==> src/rtl/ram_fifo_pkg.sv <==
// Shared types and helpers for the RAM-backed FIFO controller and its
// showahead prefetch stage.
package ram_fifo_pkg;

  typedef enum logic [1:0] {
    PF_IDLE  = 2'd0,
    PF_FETCH = 2'd1,
    PF_VALID = 2'd2
  } pf_state_e;

  function automatic int ram_fifo_depth(input int widthad);
    return 1 << widthad;
  endfunction

endpackage

==> src/rtl/ram_fifo_prefetch.sv <==
// Showahead output stage: keeps the registered head word plus one skid entry
// topped up from the RAM so the head is visible before it is popped.
module ram_fifo_prefetch
  import ram_fifo_pkg::*;
#(
  parameter int WIDTH = 8
) (
  input  logic             clk,
  input  logic             sclr,
  input  logic             ram_avail,
  input  logic             rdreq,
  input  logic [WIDTH-1:0] ram_q_b,
  output logic             fetch,
  output logic             pop,
  output logic             empty,
  output logic [WIDTH-1:0] q
);

  pf_state_e        state_q, state_d;
  logic [WIDTH-1:0] q_q, q_d, skid_q, skid_d;
  logic             skid_v_q, skid_v_d, inflight_q, inflight_d;
  logic             head_v, h_v;
  logic [1:0]       occ;

  always_comb begin
    head_v     = (state_q == PF_VALID);
    pop        = rdreq & head_v & !sclr;
    // Slots already claimed once this cycle's pop is taken, in-flight read included.
    occ        = 2'(head_v) + 2'(skid_v_q) + 2'(inflight_q) - 2'(pop);
    fetch      = ram_avail & (occ < 2'd2) & !sclr;
    q_d        = q_q;
    skid_d     = skid_q;
    skid_v_d   = skid_v_q;
    inflight_d = fetch;
    h_v        = head_v;
    if (pop) begin
      h_v      = skid_v_q;
      q_d      = skid_q;
      skid_v_d = 1'b0;
    end
    if (inflight_q) begin
      if (h_v) begin
        skid_d   = ram_q_b;
        skid_v_d = 1'b1;
      end else begin
        q_d = ram_q_b;
        h_v = 1'b1;
      end
    end
    if (h_v)        state_d = PF_VALID;
    else if (fetch) state_d = PF_FETCH;
    else            state_d = PF_IDLE;
  end

  always_ff @(posedge clk) begin
    if (sclr) begin
      state_q    <= PF_IDLE;
      q_q        <= '0;
      skid_q     <= '0;
      skid_v_q   <= 1'b0;
      inflight_q <= 1'b0;
    end else begin
      state_q    <= state_d;
      q_q        <= q_d;
      skid_q     <= skid_d;
      skid_v_q   <= skid_v_d;
      inflight_q <= inflight_d;
    end
  end

  assign empty = (state_q != PF_VALID);
  assign q     = q_q;

endmodule

==> src/rtl/ram_fifo_ctrl.sv <==
// Single-clock FIFO controller over a simple-dual-port RAM (A writes, B reads).
// Define RAM_FIFO_SHOWAHEAD_EN for first-word-fall-through output.
module ram_fifo_ctrl
  import ram_fifo_pkg::*;
#(
  parameter int WIDTH             = 8,
  parameter int WIDTHAD           = 4,
  parameter int ALMOST_FULL_VALUE = 12
) (
  input  logic               clock0,
  input  logic               sclr,
  input  logic               wrreq,
  input  logic [WIDTH-1:0]   data,
  input  logic               rdreq,
  output logic [WIDTH-1:0]   q,
  output logic               empty,
  output logic               full,
  output logic               almost_full,
  output logic [WIDTHAD:0]   usedw,
  output logic               ram_wren_a,
  output logic [WIDTHAD-1:0] ram_address_a,
  output logic [WIDTH-1:0]   ram_data_a,
  output logic               ram_rden_b,
  output logic [WIDTHAD-1:0] ram_address_b,
  input  logic [WIDTH-1:0]   ram_q_b
);

  localparam int               DEPTH   = ram_fifo_depth(WIDTHAD);
  localparam logic [WIDTHAD:0] DEPTH_W = (WIDTHAD+1)'(DEPTH);
  localparam logic [WIDTHAD:0] AF_W    = (WIDTHAD+1)'(ALMOST_FULL_VALUE);
  localparam logic [WIDTHAD:0] ONE_W   = (WIDTHAD+1)'(1);

  logic [WIDTHAD-1:0] wr_ptr_q, wr_ptr_d, rd_ptr_q, rd_ptr_d;
  logic [WIDTHAD:0]   usedw_q, usedw_d;
  logic               full_q, full_d, af_q, af_d;
  logic               wr_acc, rd_acc, pop;

  assign wr_acc = wrreq & !full_q & !sclr;

`ifdef RAM_FIFO_SHOWAHEAD_EN
  // RAM-resident words not yet fetched; usedw also counts the output buffer.
  logic [WIDTHAD:0] ram_cnt_q, ram_cnt_d;

  ram_fifo_prefetch #(.WIDTH(WIDTH)) u_prefetch (
    .clk       (clock0),
    .sclr      (sclr),
    .ram_avail (ram_cnt_q != '0),
    .rdreq     (rdreq),
    .ram_q_b   (ram_q_b),
    .fetch     (rd_acc),
    .pop       (pop),
    .empty     (empty),
    .q         (q)
  );

  always_comb begin
    ram_cnt_d = ram_cnt_q;
    if (wr_acc && !rd_acc)      ram_cnt_d = ram_cnt_q + ONE_W;
    else if (!wr_acc && rd_acc) ram_cnt_d = ram_cnt_q - ONE_W;
  end

  always_ff @(posedge clock0) begin
    if (sclr) ram_cnt_q <= '0;
    else      ram_cnt_q <= ram_cnt_d;
  end
`else
  logic empty_q, empty_d;

  assign rd_acc  = rdreq & !empty_q & !sclr;
  assign pop     = rd_acc;
  assign empty   = empty_q;
  assign q       = ram_q_b;
  assign empty_d = (usedw_d == '0);

  always_ff @(posedge clock0) begin
    if (sclr) empty_q <= 1'b1;
    else      empty_q <= empty_d;
  end
`endif

  always_comb begin
    wr_ptr_d = wr_ptr_q + WIDTHAD'(wr_acc);
    rd_ptr_d = rd_ptr_q + WIDTHAD'(rd_acc);
    usedw_d  = usedw_q;
    if (wr_acc && !pop)      usedw_d = usedw_q + ONE_W;
    else if (!wr_acc && pop) usedw_d = usedw_q - ONE_W;
    full_d = (usedw_d == DEPTH_W);
    af_d   = (usedw_d >= AF_W);
  end

  always_ff @(posedge clock0) begin
    if (sclr) begin
      wr_ptr_q <= '0;
      rd_ptr_q <= '0;
      usedw_q  <= '0;
      full_q   <= 1'b0;
      af_q     <= 1'b0;
    end else begin
      wr_ptr_q <= wr_ptr_d;
      rd_ptr_q <= rd_ptr_d;
      usedw_q  <= usedw_d;
      full_q   <= full_d;
      af_q     <= af_d;
    end
  end

  assign ram_wren_a    = wr_acc;
  assign ram_address_a = wr_ptr_q;
  assign ram_data_a    = data;
  assign ram_rden_b    = rd_acc;
  assign ram_address_b = rd_ptr_q;
  assign usedw         = usedw_q;
  assign full          = full_q;
  assign almost_full   = af_q;

endmodule

==> config.mk <==
export PLATFORM = sky130hd
export DESIGN_NAME = ram_fifo_ctrl
export DESIGN_NICKNAME = d
export VERILOG_FILES = /design/src/rtl/ram_fifo_pkg.sv /design/src/rtl/ram_fifo_prefetch.sv /design/src/rtl/ram_fifo_ctrl.sv
export SDC_FILE = /design/constraint.sdc
export NUM_CORES = 1
export LEC_CHECK = 0
export CAP_MARGIN = 10
export CORE_MARGIN = 5
export CORE_UTILIZATION = 37
export DETAILED_ROUTE_END_ITERATION = 10
export PLACE_DENSITY = 0.78
export SLEW_MARGIN = 20
export SYNTH_ARGS = -nofsm -noshare
export SYNTH_HDL_FRONTEND = slang
export SYNTH_HIERARCHICAL = 1
export SYNTH_SLANG_ARGS = --single-unit
export TNS_END_PERCENT = 100
==> constraint.sdc <==
create_clock -name clock0 -period 2 [get_ports clock0]
set_input_delay 0.2 -clock clock0 [delete_from_list [all_inputs] [get_ports clock0]]
set_output_delay 0.2 -clock clock0 [all_outputs]
set_load 0.02 [all_outputs]
==> results of run 1 <==
-- synthesized netlist by cell type (3+ instances only) --
library cell	number
buf_4	16
dfxtp_1	16
nor2_1	14
ha_1	6
nor2b_1	5
a21oi_1	4
xnor2_1	4
inv_1	3
nor3_1	3
xor2_1	3
-- path summary, 6_finish.rpt --
check                        start               end  slack [ns]
hold / removal          ram_q_b[0]              q[0]        0.40
setup / recovery             empty        ram_rden_b        0.11
setup reg to reg          usedw[0]              full        0.27
hold reg to reg   ram_address_a[3]  ram_address_a[3]        0.54
-- registers in the layout, indices dropped and copies added, names as in the netlist --
name	flops
usedw	5
empty	1
full	1
ram_address_a	4
almost_full	1
ram_address_b	4
-- layout make-up --
cell class	instances	share of cell area [%]
tap	30	3.39
inverter	3	1.02
multi-input combinational	65	42.5
timing repair buffer	22	20.8
clock buffer	4	3.28
sequential	16	29.0
-- metal layers --
layer / vias up / global-route usage [%] / share of wire [%]
met2: 32 / 17.1 / 45
met5: - / 0 / 0
met3: 0 / 7.02 / 11
li1: 349 / - / -
met4: 0 / 1.55 / 0
met1: 328 / 12.0 / 44
-- through the flow --
step | hold WS (ns) | power (mW) | area, um^2 | util, %
after floorplan | 0.472 | 0.603 | 941 | -
after global placement | 0.400 | 0.646 | 1070 | 43.6
after detailed placement | 0.400 | 0.654 | 1070 | 43.6
after CTS | 0.400 | 0.872 | 1110 | 45.1
after global routing | 0.400 | 0.915 | 1110 | 45.1
final | 0.400 | 0.861 | 1110 | 45.1
-- cells by family after synthesis --
family / count (synthesis) / share of synthesized area (%)
XOR/XNOR: 7 / 6.52
flip-flops: 16 / 34.0
adder cells (fa/ha/maj): 6 / 7.98
AO/OA/AOI/OAI: 14 / 10.6
buffers and inverters: 22 / 16.0
AND/OR/NAND/NOR: 38 / 24.9
-- power breakdown --
| group | switching [mW] | internal, mW | total, mW |
|---|---|---|---|
| clock | 0.103 | 0.111 | 0.214 |
| sequential | 0.0268 | 0.345 | 0.372 |
| combinational | 0.140 | 0.135 | 0.276 |
==> results.md, run 1 <==
* Status: complete, no violations
* Critical path required time at 1.80 ns
* # fillers at 233
* CTS H-Tree Depth at 1
* Nets at 137
* RSZ-0062 raised after global routing: false
* Routed Antenna Nets at 0
* Crit path depth at 3
* Critical path, cell by cell: nand2b_1, nor2_1, clkdlybuf4s50_1
* Chip width at 60.4 um
* Largest net degree at the start of global routing at 24
* Syn_nets at 129
* Area leader, netlist: dfxtp_1
* Critical path class: flip-flop to primary output
* Root Buffer: clkbuf_4
* CP peak stage delay at 0.64 ns
* # DRC at 0
* TritonCTS clock tree: built
* GRT overflow at 0
* Std cell rows at 18
* Mapped Cells at 103
* Non-filler cells, final at 140
* Total Wirelength at 1800 um
* Cts hold-fix bufs at 0
* Final worst path period share at 94.5%
* Slew @ Worst Pin at 0.396 ns
* Hold Path Class: primary input to primary output
* Resize count post-CTS at 0
* CP top delay family: buffers and inverters
* Post-detailed-route wirelength per cell at 12.8 um
* Final Hold Fails at 0
* Fmax at 0.529 GHz
* Peak fanout along the critical path at 6
* Critical path's slowest cell: clkdlybuf4s50_1
* Max Slew Vio Count at 0
* Initial DRC count at 8
* Setup ws final at 0.110 ns
* WP buf/inv at 1
* Synth Flop Type: dfxtp_1
* Die area at 0.00365 mm^2
* Starting Density at 38.3%
* # Post-CTS Setup Buffers at 0
* DR vias at 709
* Final HPWL DP at 1340 um
* Startpoint type of the worst setup path: flip-flop
* Worst-path clk slew at 0.09 ns
* Period minus WS final at 1.89 ns
* Multi-input gate area at 470 um^2
* Layout cells sized above 1 at 11.8%
* Global-route wire length before repair at 2930 um
* # port buffers at 21
* Mapped Avg Cell Area at 9.13 um^2
* Synth Register Bits at 16
* Share of the synthesized area in the top cell type at 34.0%
* Placed cell count at 136
* Via/cell ratio at 5.06
* Total GRT Usage at 10.6%
* Core area at 0.00245 mm^2
* Synth cell types at 32
* Reg area at 320 um^2
* Routability cong. at 0.806
* Sequential cell area fraction in the yosys report at 34.0%
* Vias in the first global route at 705
* Initial antenna violation count at 0
* Antenna cells at 0
* Most common cell after layout, fill and taps aside: clkdlybuf4s50_1
* Chip Height at 60.4 um
* IO Pins at 54
* Final Setup Violations at 0
* Ranking of synthesized cells by area: dfxtp_1 (34%), buf_4 (13%), ha_1 (8.0%), nor2_1 (5.6%), xnor2_1 (3.7%)
* Crit. End Element: primary output
* Worst Reg-to-Reg Cells at 6
* CTS Sinks at 16
* Slew HR at 73.3%
* Synthesis-to-finish area growth at 17.6%
* Setup tns final at 0 ns
* Yosys warnings at 6
* Clock buffer depth at 2
* Leakage at 0.421 nW
* Power per cell area at 779 mW/mm^2
* Most frequent cells in the layout: clkdlybuf4s50_1 (21), dfxtp_1 (16), nor2_1 (14)
* Crit path arrival time at 1.69 ns
* Layout Skew at 0.00266 ns
* Cell Area, Synth at 941 um^2
* DR pass1 iterations at 2
* Worst Hold Depth at 0
* Cts bufs inserted at 3
* Maxcap violations at 0
* Post-synth EDFFs at 0
* Pre-CTS setup slack at 0.0409 ns
* Peak VDD IR at 0.703 mV
* Async SR Flop Fraction at 0%
* Worst-Skew Late Latency at 0.29 ns
Power figures use the tool's default switching activity.
==> run 2: changes to the inputs <==
--- a/config.mk
+++ b/config.mk
@@ -13,6 +13,5 @@
 export SLEW_MARGIN = 20
 export SYNTH_ARGS = -nofsm -noshare
 export SYNTH_HDL_FRONTEND = slang
-export SYNTH_HIERARCHICAL = 1
 export SYNTH_SLANG_ARGS = --single-unit
 export TNS_END_PERCENT = 100
==> results of run 2 <==
Same layout as run 1: the final DEF is identical, and so are final timing and power.
Among the figures that moved: Yosys warning count 6 -> 0
==> run 3: changes to the inputs <==
--- a/config.mk
+++ b/config.mk
@@ -10,6 +10,7 @@
 export CORE_UTILIZATION = 37
 export DETAILED_ROUTE_END_ITERATION = 10
 export PLACE_DENSITY = 0.78
+export SETUP_SLACK_MARGIN = 0.5
 export SLEW_MARGIN = 20
 export SYNTH_ARGS = -nofsm -noshare
 export SYNTH_HDL_FRONTEND = slang
==> run 3 against run 2 <==
Maximum frequency up 21%. Critical path depth up 3. Via count up 2.4%. Non-clock buffer count is 3 higher. Final area is 9.7% higher. Global-route usage rose by 2.0 points. Sequential share of layout area shrank 1.3 points. Utilization is 4.4 points higher. Clock skew rose by 0.0019 ns. First-iteration DRC count shrank 25%. Power up 6.3%. Sequential cell count stayed put. Critical path type is now primary input to flip-flop. Largest cell class unchanged. Largest power group unchanged.
==> results.md, run 3 <==
* Vias in the first global route at 786 (+11%)
* Synth Flop Type: dfxtp_1
* Leakage at 0.643 nW (+53%)
* Mapped Cells at 103 (unchanged)
* Global-route wire length before repair at 3480 um (+19%)
* CP peak stage delay at 0.44 ns (-0.20 ns)
* Sequential fraction of design power at 41.6% (-1.5 points)
* Via/cell ratio at 5.08 (+0.25%)
* Power per cell area at 754 mW/mm^2 (-3.2%)
* Ranking of synthesized cells by area: dfxtp_1 (34%), buf_4 (13%), ha_1 (8.0%), nor2_1 (5.6%), xnor2_1 (3.7%)
* Critical path, cell by cell: clkdlybuf4s50_1, and2b_4, and4_4, or3_4, a211oi_2, and4bb_1
* DR pass1 iterations at 4 (+2)
* Antenna cells at 0 (unchanged)
* Max Slew Vio Count at 0 (unchanged)
* Initial DRC count at 6 (-2)
* Core area at 0.00245 mm^2 (unchanged)
* Slew HR at 77.2% (+3.9 points)
* Syn_nets at 129 (unchanged)
* Critical path required time at 2.23 ns (+0.43 ns)
* Synth cell types at 32 (unchanged)
* Startpoint type of the worst setup path: primary input
* Final worst path period share at 77.8% (-17 points)
* Nets at 140 (+2.2%)
* Chip width at 60.4 um (unchanged)
* P_sw at 297 uW (+9.9%)
* CTS H-Tree Depth at 1 (unchanged)
* Sw frac at 32.5% (+1.1 points)
* Status: complete, no violations
* Total Power at 915 uW (+6.3%)
* Die area at 0.00365 mm^2 (unchanged)
* Crit path arrival time at 1.78 ns (+0.09 ns)
* Slew @ Worst Pin at 0.342 ns (-0.0538 ns)
* Clock Power Share at 23.5% (-1.4 points)
* Peak fanout along the critical path at 5 (-1)
* Layout cells sized above 1 at 30.1% (+18 points)
* Pint at 618 uW (+4.6%)
* Most frequent cells after synthesis: buf_4 (16), dfxtp_1 (16), nor2_1 (14)
* Total GRT Usage at 12.6% (+2.0 points)
* Mapped Avg Cell Area at 9.13 um^2 (unchanged)
* Worst-path clk slew at 0.09 ns (about the same)
* Final Hold Fails at 0 (unchanged)
* Comb power frac at 34.9% (+2.9 points)
* Final Setup Violations at 0 (unchanged)
* Async SR Flop Fraction at 0% (unchanged)
* Critical path class: primary input to flip-flop
* DR vias at 726 (+2.4%)
* GRT overflow at 0 (unchanged)
* # port buffers at 21 (unchanged)
* Critical path's slowest cell: clkdlybuf4s50_1
* # fillers at 225 (-3.4%)
* Post-synth EDFFs at 0 (unchanged)
* Setup tns final at 0 ns (unchanged)
* Largest net degree at the start of global routing at 12 (-50%)
* Routed Antenna Nets at 0 (unchanged)
* Std cell rows at 18 (unchanged)
* Routability cong. at 0.841 (+4.4%)
* Clock buffer depth at 2 (unchanged)
* Cts bufs inserted at 3 (unchanged)
* Final HPWL DP at 1480 um (+10%)
* Peak VDD IR at 0.489 mV (-30%)
* Yosys warnings at 0
* # DRC at 0 (unchanged)
* Starting Density at 38.3% (unchanged)
* Cell Area, Synth at 941 um^2 (unchanged)
* Fmax at 0.642 GHz (+21%)
* Synthesis-to-finish area growth at 29.0%
* Synth Register Bits at 16 (unchanged)
* TritonCTS clock tree: built
* Period minus WS final at 1.56 ns (-0.333 ns)
* Total Wirelength at 2040 um (+13%)
* Share of the synthesized area in the top cell type at 34.0% (unchanged)
* Chip Height at 60.4 um (unchanged)
* Non-filler cells, final at 143 (+2.1%)
* Initial antenna violation count at 0 (unchanged)
* Most frequent cells in the layout: nor2_1 (12), dfxtp_1 (12), dlymetal6s2s_1 (10)
* Sequential cell area fraction in the yosys report at 34.0% (unchanged)
* Area leader, netlist: dfxtp_1
* Worst-Skew Late Latency at 0.29 ns (about the same)
* Maxcap violations at 0 (unchanged)
* Placed cell count at 138 (+1.5%)
* IO Pins at 54 (unchanged)
* Hold Path Class: primary input to primary output
* RSZ-0062 raised after global routing: true
* Crit. End Element: flip-flop
* Post-detailed-route wirelength per cell at 14.2 um (+11%)
* Root Buffer: clkbuf_4
* CTS Sinks at 16 (unchanged)
* Layout Skew at 0.00455 ns (+0.00190 ns)
* Utilization after layout at 49.4% (+4.4 points)
* Largest register FFs at 5 (unchanged)
## run 3: cell counts after synthesis
Identical to the previous run, type by type.
## run 3: kinds of logic after synthesis
kind of cell	after synthesis	synth area share [%]
flip-flops	16	34.0
adder cells (fa/ha/maj)	6	7.98
buffers and inverters	22	16.0
XOR/XNOR	7	6.52
AO/OA/AOI/OAI	14	10.6
AND/OR/NAND/NOR	38	24.9
## run 3: power by group through the flow
stage                     Combinational (mW)  Sequential (mW)  Clock [mW]
after CTS                              0.312            0.379       0.219
final                                  0.320            0.381       0.215
after global routing                   0.349            0.387       0.239
after global placement                 0.276            0.385           0
after detailed placement               0.281            0.385           0
after floorplan                        0.201            0.414           0
## run 3: through the flow
step	hold slack [ns]	area [um^2]	setup WS (ns)
final	0.400	1210	0.443
after global routing	0.400	1210	0.359
after CTS	0.400	1180	0.443
after detailed placement	0.400	1100	0.0583
after global placement	0.400	1100	0.0904
after floorplan	0.480	968	0.472
## run 3: worst max-delay path: cells and delay by family
family	cells	cell delay (ns)
and+or+nand+nor	4	0.94
buffers and inverters	1	0.44
AOI/OAI and AO/OA	1	0.20
## run 3: timing repair
| action | 4_1_cts | 5_1_grt |
|---|---|---|
| setup buffers | 1 | 0 |
| hold buffers | 0 | 0 |
| pin swaps | 5 | 2 |
| setup endpoints to repair | 12 | 17 |
| resized for setup | 16 | 17 |
| gates cloned | 0 | 0 |
## run 3: worst paths after layout
| check | startpoint | to | slack (ns) | cells past startpoint |
|---|---|---|---|---|
| setup / recovery | rdreq | full | 0.44 | 6 |
| hold / removal | data[0] | ram_data_a[0] | 0.40 | 0 |
| setup reg to reg | empty | full | 0.45 | 5 |
| hold reg to reg | ram_address_b[3] | ram_address_b[3] | 0.53 | 2 |
## run 3: final cells by class
cell class / instances / area, um^2 / area share (%)
multi-input combinational: 65 / 541 / 44.5
sequential: 16 / 335 / 27.6
clock buffer: 4 / 36.3 / 2.99
tap: 30 / 37.5 / 3.09
timing repair buffer: 25 / 250 / 20.6
inverter: 3 / 13.8 / 1.13
## run 3: per-layer routing
metal	up-vias	wire (um)	GRT usage, %
met3	17	202	4.26
met1	314	863	14.1
met4	0	91	8.67
met5	-	0	0
li1	363	-	-
met2	32	877	20.1
